--- src/rtl/tinysnn_pkg.sv ---
// rtl/tinysnn_pkg.sv - shared types and constants for the tinysnn spike monitor path
package tinysnn_pkg;

  typedef enum logic [1:0] {
    IDLE  = 2'd0,
    RUN   = 2'd1,
    LATCH = 2'd2
  } mon_state_t;

  localparam int RATE_W = 8;
  localparam int ISI_W  = 16;

  // Active-high segments ordered {g,f,e,d,c,b,a}
  localparam logic [6:0] SEG_0 = 7'b0111111;
  localparam logic [6:0] SEG_1 = 7'b0000110;
  localparam logic [6:0] SEG_2 = 7'b1011011;
  localparam logic [6:0] SEG_3 = 7'b1001111;
  localparam logic [6:0] SEG_4 = 7'b1100110;
  localparam logic [6:0] SEG_5 = 7'b1101101;
  localparam logic [6:0] SEG_6 = 7'b1111101;
  localparam logic [6:0] SEG_7 = 7'b0000111;
  localparam logic [6:0] SEG_8 = 7'b1111111;
  localparam logic [6:0] SEG_9 = 7'b1101111;
  localparam logic [6:0] SEG_A = 7'b1110111;
  localparam logic [6:0] SEG_B = 7'b1111100;
  localparam logic [6:0] SEG_C = 7'b0111001;
  localparam logic [6:0] SEG_D = 7'b1011110;
  localparam logic [6:0] SEG_E = 7'b1111001;
  localparam logic [6:0] SEG_F = 7'b1110001;

endpackage

--- src/rtl/seg7_decoder.sv ---
// rtl/seg7_decoder.sv - 4-bit hex digit to active-high 7-segment pattern
module seg7_decoder
  import tinysnn_pkg::*;
(
  input  logic [3:0] digit,
  output logic [6:0] seg
);

  always_comb begin
    seg = SEG_0;
    case (digit)
      4'h0: seg = SEG_0;
      4'h1: seg = SEG_1;
      4'h2: seg = SEG_2;
      4'h3: seg = SEG_3;
      4'h4: seg = SEG_4;
      4'h5: seg = SEG_5;
      4'h6: seg = SEG_6;
      4'h7: seg = SEG_7;
      4'h8: seg = SEG_8;
      4'h9: seg = SEG_9;
      4'hA: seg = SEG_A;
      4'hB: seg = SEG_B;
      4'hC: seg = SEG_C;
      4'hD: seg = SEG_D;
      4'hE: seg = SEG_E;
      4'hF: seg = SEG_F;
    endcase
  end

endmodule

--- src/rtl/spike_rate_monitor.sv ---
// rtl/spike_rate_monitor.sv - windowed spike rate, inter-spike interval and LED stretch for the neuron output
module spike_rate_monitor
  import tinysnn_pkg::*;
#(
  parameter logic [23:0] WINDOW_CYCLES  = 24'd10_000_000,
  parameter logic [23:0] STRETCH_CYCLES = 24'd1_000_000
) (
  input  logic              clk,
  input  logic              reset,
  input  logic              en,
  input  logic              spike,
  output logic [RATE_W-1:0] rate,
  output logic              rate_valid,
  output logic [ISI_W-1:0]  isi,
  output logic              isi_valid,
  output logic [6:0]        seg,
  output logic              spike_led
);

  mon_state_t         state, state_next;
  logic               spike_d;
  logic               spike_edge;
  logic [23:0]        win_cnt;
  logic [RATE_W-1:0]  spike_cnt;
  logic [RATE_W-1:0]  spike_cnt_inc;
  logic [ISI_W-1:0]   isi_cnt;
  logic               isi_armed;
  logic [23:0]        stretch_cnt;
  logic               meas_active;
  logic               in_idle;
  logic               in_latch;
  logic               win_terminal;
  logic               count_edge;
  logic [3:0]         seg_digit;

  assign spike_edge    = spike && !spike_d;
  assign count_edge    = spike_edge && meas_active;
  assign spike_cnt_inc = (count_edge && spike_cnt != '1) ? spike_cnt + 1'b1 : spike_cnt;

  always_ff @(posedge clk or posedge reset) begin
    if (reset) state <= IDLE;
    else       state <= state_next;
  end

  always_comb begin
    state_next = state;
    case (state)
      IDLE:    if (en) state_next = RUN;
      RUN:     if (!en) state_next = IDLE;
               else if (win_cnt == WINDOW_CYCLES - 24'd1) state_next = LATCH;
      LATCH:   state_next = en ? RUN : IDLE;
      default: state_next = IDLE;
    endcase
  end

  always_comb begin
    meas_active  = 1'b0;
    in_idle      = 1'b0;
    in_latch     = 1'b0;
    win_terminal = 1'b0;
    case (state)
      IDLE:    in_idle = 1'b1;
      RUN: begin
        meas_active  = en;
        win_terminal = en && (win_cnt == WINDOW_CYCLES - 24'd1);
      end
      LATCH: begin
        meas_active = en;
        in_latch    = 1'b1;
      end
      default: in_idle = 1'b1;
    endcase
  end

  // The LATCH cycle is slot 0 of the following window, so RUN resumes at 1.
  always_ff @(posedge clk or posedge reset) begin
    if (reset) begin
      spike_d    <= 1'b0;
      win_cnt    <= '0;
      spike_cnt  <= '0;
      rate       <= '0;
      rate_valid <= 1'b0;
    end else begin
      spike_d    <= spike;
      rate_valid <= 1'b0;
      if (!meas_active) begin
        win_cnt   <= '0;
        spike_cnt <= '0;
      end else if (in_latch) begin
        win_cnt   <= 24'd1;
        spike_cnt <= count_edge ? RATE_W'(1) : '0;
      end else begin
        win_cnt   <= win_cnt + 24'd1;
        spike_cnt <= spike_cnt_inc;
        if (win_terminal) begin
          rate       <= spike_cnt_inc;
          rate_valid <= 1'b1;
        end
      end
    end
  end

  always_ff @(posedge clk or posedge reset) begin
    if (reset) begin
      isi_cnt   <= '0;
      isi_armed <= 1'b0;
      isi       <= '0;
      isi_valid <= 1'b0;
    end else begin
      isi_valid <= 1'b0;
      if (in_idle) begin
        isi_cnt   <= '0;
        isi_armed <= 1'b0;
      end else if (count_edge) begin
        if (isi_armed) begin
          isi       <= (isi_cnt == '1) ? '1 : isi_cnt + 1'b1;
          isi_valid <= 1'b1;
        end
        isi_cnt   <= '0;
        isi_armed <= 1'b1;
      end else if (isi_cnt != '1) begin
        isi_cnt <= isi_cnt + 1'b1;
      end
    end
  end

  // LED follows every edge, even when measurement is off.
  always_ff @(posedge clk or posedge reset) begin
    if (reset) begin
      stretch_cnt <= '0;
      spike_led   <= 1'b0;
    end else begin
      spike_led <= spike_edge || (stretch_cnt != '0);
      if (spike_edge)             stretch_cnt <= STRETCH_CYCLES - 24'd1;
      else if (stretch_cnt != '0) stretch_cnt <= stretch_cnt - 24'd1;
    end
  end

  assign seg_digit = (rate > RATE_W'(15)) ? 4'hF : rate[3:0];

  seg7_decoder u_seg7 (
    .digit (seg_digit),
    .seg   (seg)
  );

endmodule
--- config.mk ---
export PLATFORM = sky130hd
export DESIGN_NAME = spike_rate_monitor
export DESIGN_NICKNAME = d
export VERILOG_FILES = /design/src/rtl/tinysnn_pkg.sv /design/src/rtl/seg7_decoder.sv /design/src/rtl/spike_rate_monitor.sv
export SDC_FILE = /design/constraint.sdc
export NUM_CORES = 1
export LEC_CHECK = 0
export BUFFER_PORTS_ARGS = -buffer_cell sky130_fd_sc_hd__buf_4
export CAP_MARGIN = 30
export CORE_MARGIN = 1
export CORE_UTILIZATION = 45
export DETAILED_ROUTE_END_ITERATION = 7
export PLACE_DENSITY = 0.64
export SLEW_MARGIN = 30
export SYNTH_ARGS = -nofsm -noshare
export SYNTH_HDL_FRONTEND = slang
export SYNTH_SLANG_ARGS = --single-unit
export TNS_END_PERCENT = 5
--- constraint.sdc ---
create_clock -name clk -period 6.25 [get_ports clk]
set_input_delay 0.3125 -clock clk [delete_from_list [all_inputs] [get_ports clk]]
set_output_delay 0.3125 -clock clk [all_outputs]
set_load 0.01 [all_outputs]
==> impl_results.md <==
* Mapped Cells at about 550
* Sequential share of the synthesized area at between 40% and 50%
* Gr usage total at between 15 and 20%
* Gr ovfl total at 0
* CTS Sinks at between 100 and 150
* CP delay by family, top: simple AND/OR/NAND/NOR gates
* Vias in the first global route at 3784
* P_leak at roughly 2.6 nW
* CP peak stage delay at approximately 0.6 ns
* Max VDD drop at 174 uV
* Clk slew on worst S/H paths at roughly 0.07 ns
* Largest cells by area after synthesis: dfrtp_1, nor2_1, xnor2_1
* Syn avg cell area at between 9 and 10 sq um
* Post-Syn Area at ~5300 sq um
* Dominant synthesized flop cell: dfrtp_1
* Cell taking the most area after synthesis: dfrtp_1
* Via/cell ratio at roughly 5.5
* Slew margin rel. at about two fifths
* Final critical-path share of the clock period at between 40 and 50%
* Fmax at ~340 MHz
* Initial Util at between 40% and 50%
* First-pass DRT Iterations at 4
* Root buf cell: clkbuf_16
* Half-perimeter wire length after detailed placement at roughly 7200 microns
* Crit-path slowest cell: nor4_2
* Outcome: finished, final reports clean
* Dpl cell area at 5730 sq um
* Count of pins over their slew limit at 0
* Die Y at between 100 and 150 microns
* Final wirelength at ~10000 microns
* Syn nets at 568
* TritonCTS clock tree: built
* Fraction of registers with async set/reset at between 90% and 100%
* Die extent in x at 111 microns
* Final TNS setup at 0 ns
* RSZ-0062 raised after global routing: no
* Core area at ~11000 sq um
* Final setup violation count at 0
* Nature of the critical path startpoint: register
* Antenna-violating nets left at 0
* Area grow syn2layout at 13.5%
* Number of synthesized flops with an enable pin at 0
* # resized after CTS at 0
* CP cell instances: nor4_2 -> nand2b_1 -> inv_1 -> ha_1 -> nor2b_1 -> a31oi_1 -> o21ai_0 -> a21oi_1 -> buf_4
* Hold Path Class: primary input to register
* 1st-iter DRT viols at ~250
* Final Cell Area at 6050 sq um
* Initial antenna violation count at 0
* Synth warn at 0
* Input/output buffers at 37
* CP required at about 6 ns
* Layout net count at 600
* Crit path buf inv count at 2
* First-pass GRT wire length at about 18000 microns
* CP arrival at 2.67 ns
* Filler cells at approximately 1000
* Row cnt at 39
* Crit-path max FO at 7
* DRC at 0
* Die area at around 12000 sq um
* Tmin final at between 2 and 3 ns
* Max-capacitance violation count at 0
* Actual slew at the worst max-slew pin at between 0.9 and 1 ns
* Number of hold violations in the final report at 0
* Crit Path Category: register to primary output
* Synthesized flop and latch total at roughly 100
* Via count at between 3000 and 4000
* Num CTS Buffers at 9
* Layout cells sized above 1 at 14.0%
* CTS Buffer Depth at 2
* Boundary Pins at 38
* Worst setup EP type: primary output
* Clock Skews at between 0.009 and 0.01 ns
* Power Dens Cells at roughly 250 nW/um^2
* RePlAce Congestion at roughly 0.76
* H-tree depth at 3
* Largest net degree at the start of global routing at between 70 and 80
* DR WL/cell at 14.4 microns
* Antenna diodes at 0
* Distinct cells, synth at 57
* Area fraction of the dominant cell type after synthesis at about half
* Worst skew pair latency at around 0.35 ns
flip-flops by register name (all words and copies together) (netlist names):
signal / cells
isi_valid: 1
isi_cnt: 16
spike_d: 1
spike_led: 1
rate_valid: 1
isi_armed: 1
win_cnt: 24
spike_cnt: 8
rate: 8
stretch_cnt: 24
isi: 16
state: 2
synth_stat cells, drive strengths merged (2+ instances only):
library cell  number
nand2b            10
o211ai             4
and4               7
a22o               3
xnor2             30
clkbuf            15
buf                3
a211oi             5
inv               12
a21oi             20
a31oi              5
or4                7
o31ai              3
or3                5
ha                16
nand2             58
nand4             15
nor3               6
mux2i              8
nor2              75
or2                4
dfrtp            103
o21ai             20
nor2b              3
nor4              14
and2              11
mux2              10
and3               8
nand3             30
o41ai              3
o311ai             3
a221oi             2
xor2              18
stage by stage:
step / worst slack [ns] / std cells / hold slack (ns) / power, mW / utilization (%)
finish: 3.27 / 728 / 0.115 / 1.49 / 52.7
global placement: 3.46 / 711 / 0.340 / 0.946 / 49.9
global route: 2.94 / 728 / 0.111 / 1.57 / 52.7
CTS: 2.84 / 728 / 0.106 / 1.51 / 52.6
detailed placement: 3.24 / 711 / 0.347 / 0.953 / 50.0
floorplan: 3.23 / 548 / 0.344 / 0.880 / -
layout by cell type (no fill, tap or decap), types with 5 or more instances in the layout:
| master | count |
|---|---|
| buf_4 | 37 |
| o21ai_0 | 20 |
| dfrtp_1 | 103 |
| and3_1 | 8 |
| mux2_2 | 9 |
| nand3_1 | 29 |
| mux2i_1 | 8 |
| xnor2_1 | 30 |
| and2_1 | 11 |
| a211oi_1 | 5 |
| nand2b_1 | 10 |
| ha_1 | 16 |
| inv_1 | 11 |
| nor2_1 | 75 |
| and4_1 | 7 |
| a21oi_1 | 20 |
| nand2_1 | 58 |
| a31oi_1 | 5 |
| clkbuf_16 | 9 |
| xor2_1 | 18 |
| nand4_1 | 15 |
| nor4_1 | 9 |
power by group:
group | internal [mW] | switching [mW]
clock network | 0.309 | 0.243
logic | 0.0718 | 0.119
registers | 0.706 | 0.0417
total | 1.09 | 0.404
worst register-to-register path, stage by stage (launching register included):
cell and delay [ns]:
dfrtp_1 0.42, inv_1 0.10, ha_1 0.39, nand2_1 0.09, nor2_1 0.44, nand2_1 0.20
nor4_4 0.60, mux2_2 0.40
layer usage:
layer / vias up / share of wire (%) / GRT usage, %
li1: 1981 / - / -
met1: 1946 / 49 / 24.3
met2: 56 / 47 / 28.6
met3: 6 / 3.5 / 3.44
met4: 0 / 1.0 / 5.96
met5: - / 0 / 0
timing repair:
item	4_1_cts	5_1_grt
endpoints found under the setup margin	0	0
hold endpoints to repair	32	0
hold buffers	1	0
buffers inserted	0	0
area by class of cell:
| cell class | instances | area [sq um] | share of cell area (%) |
|---|---|---|---|
| Sequential cell | 103 | 2580 | 42.6 |
| Clock buffer | 10 | 229 | 3.79 |
| Clock inverter | 6 | 61.3 | 1.01 |
| Multi-Input combinational cell | 414 | 2650 | 43.8 |
| Timing Repair Buffer | 39 | 299 | 4.94 |
| Inverter | 13 | 51.3 | 0.848 |
| Tap cell | 143 | 179 | 2.96 |
path summary, 6_finish.rpt:
check	depth (start not counted)	end	slack, ns	start
max	9	seg[0]	3.27	rate[4]$_DFFE_PP0P_
min	1	spike_d$_DFF_PP0_	0.11	spike
max reg2reg	7	rate[5]$_DFFE_PP0P_	3.51	state[0]$_DFFE_PP0P_
min reg2reg	2	isi[4]$_DFFE_PP0P_	0.48	isi[4]$_DFFE_PP0P_
max in group asynchronous	4	isi[9]$_DFFE_PP0P_	4.77	reset
min in group asynchronous	3	stretch_cnt[21]$_DFFE_PP0P_	0.53	reset
kinds of logic (layout without fill, tap and decap cells):
| kind of cell | count (synthesis) | in the layout | share of synthesized area (%) |
|---|---|---|---|
| simple gates | 259 | 259 | 25.3 |
| compound gates | 73 | 73 | 8.78 |
| flops | 103 | 103 | 48.4 |
| xor+xnor | 48 | 48 | 7.89 |
| fa+ha+maj | 16 | 16 | 3.76 |
| mux | 18 | 18 | 3.62 |
| buf+inv | 31 | 68 | 2.30 |
(Power assumes the default switching activity.)
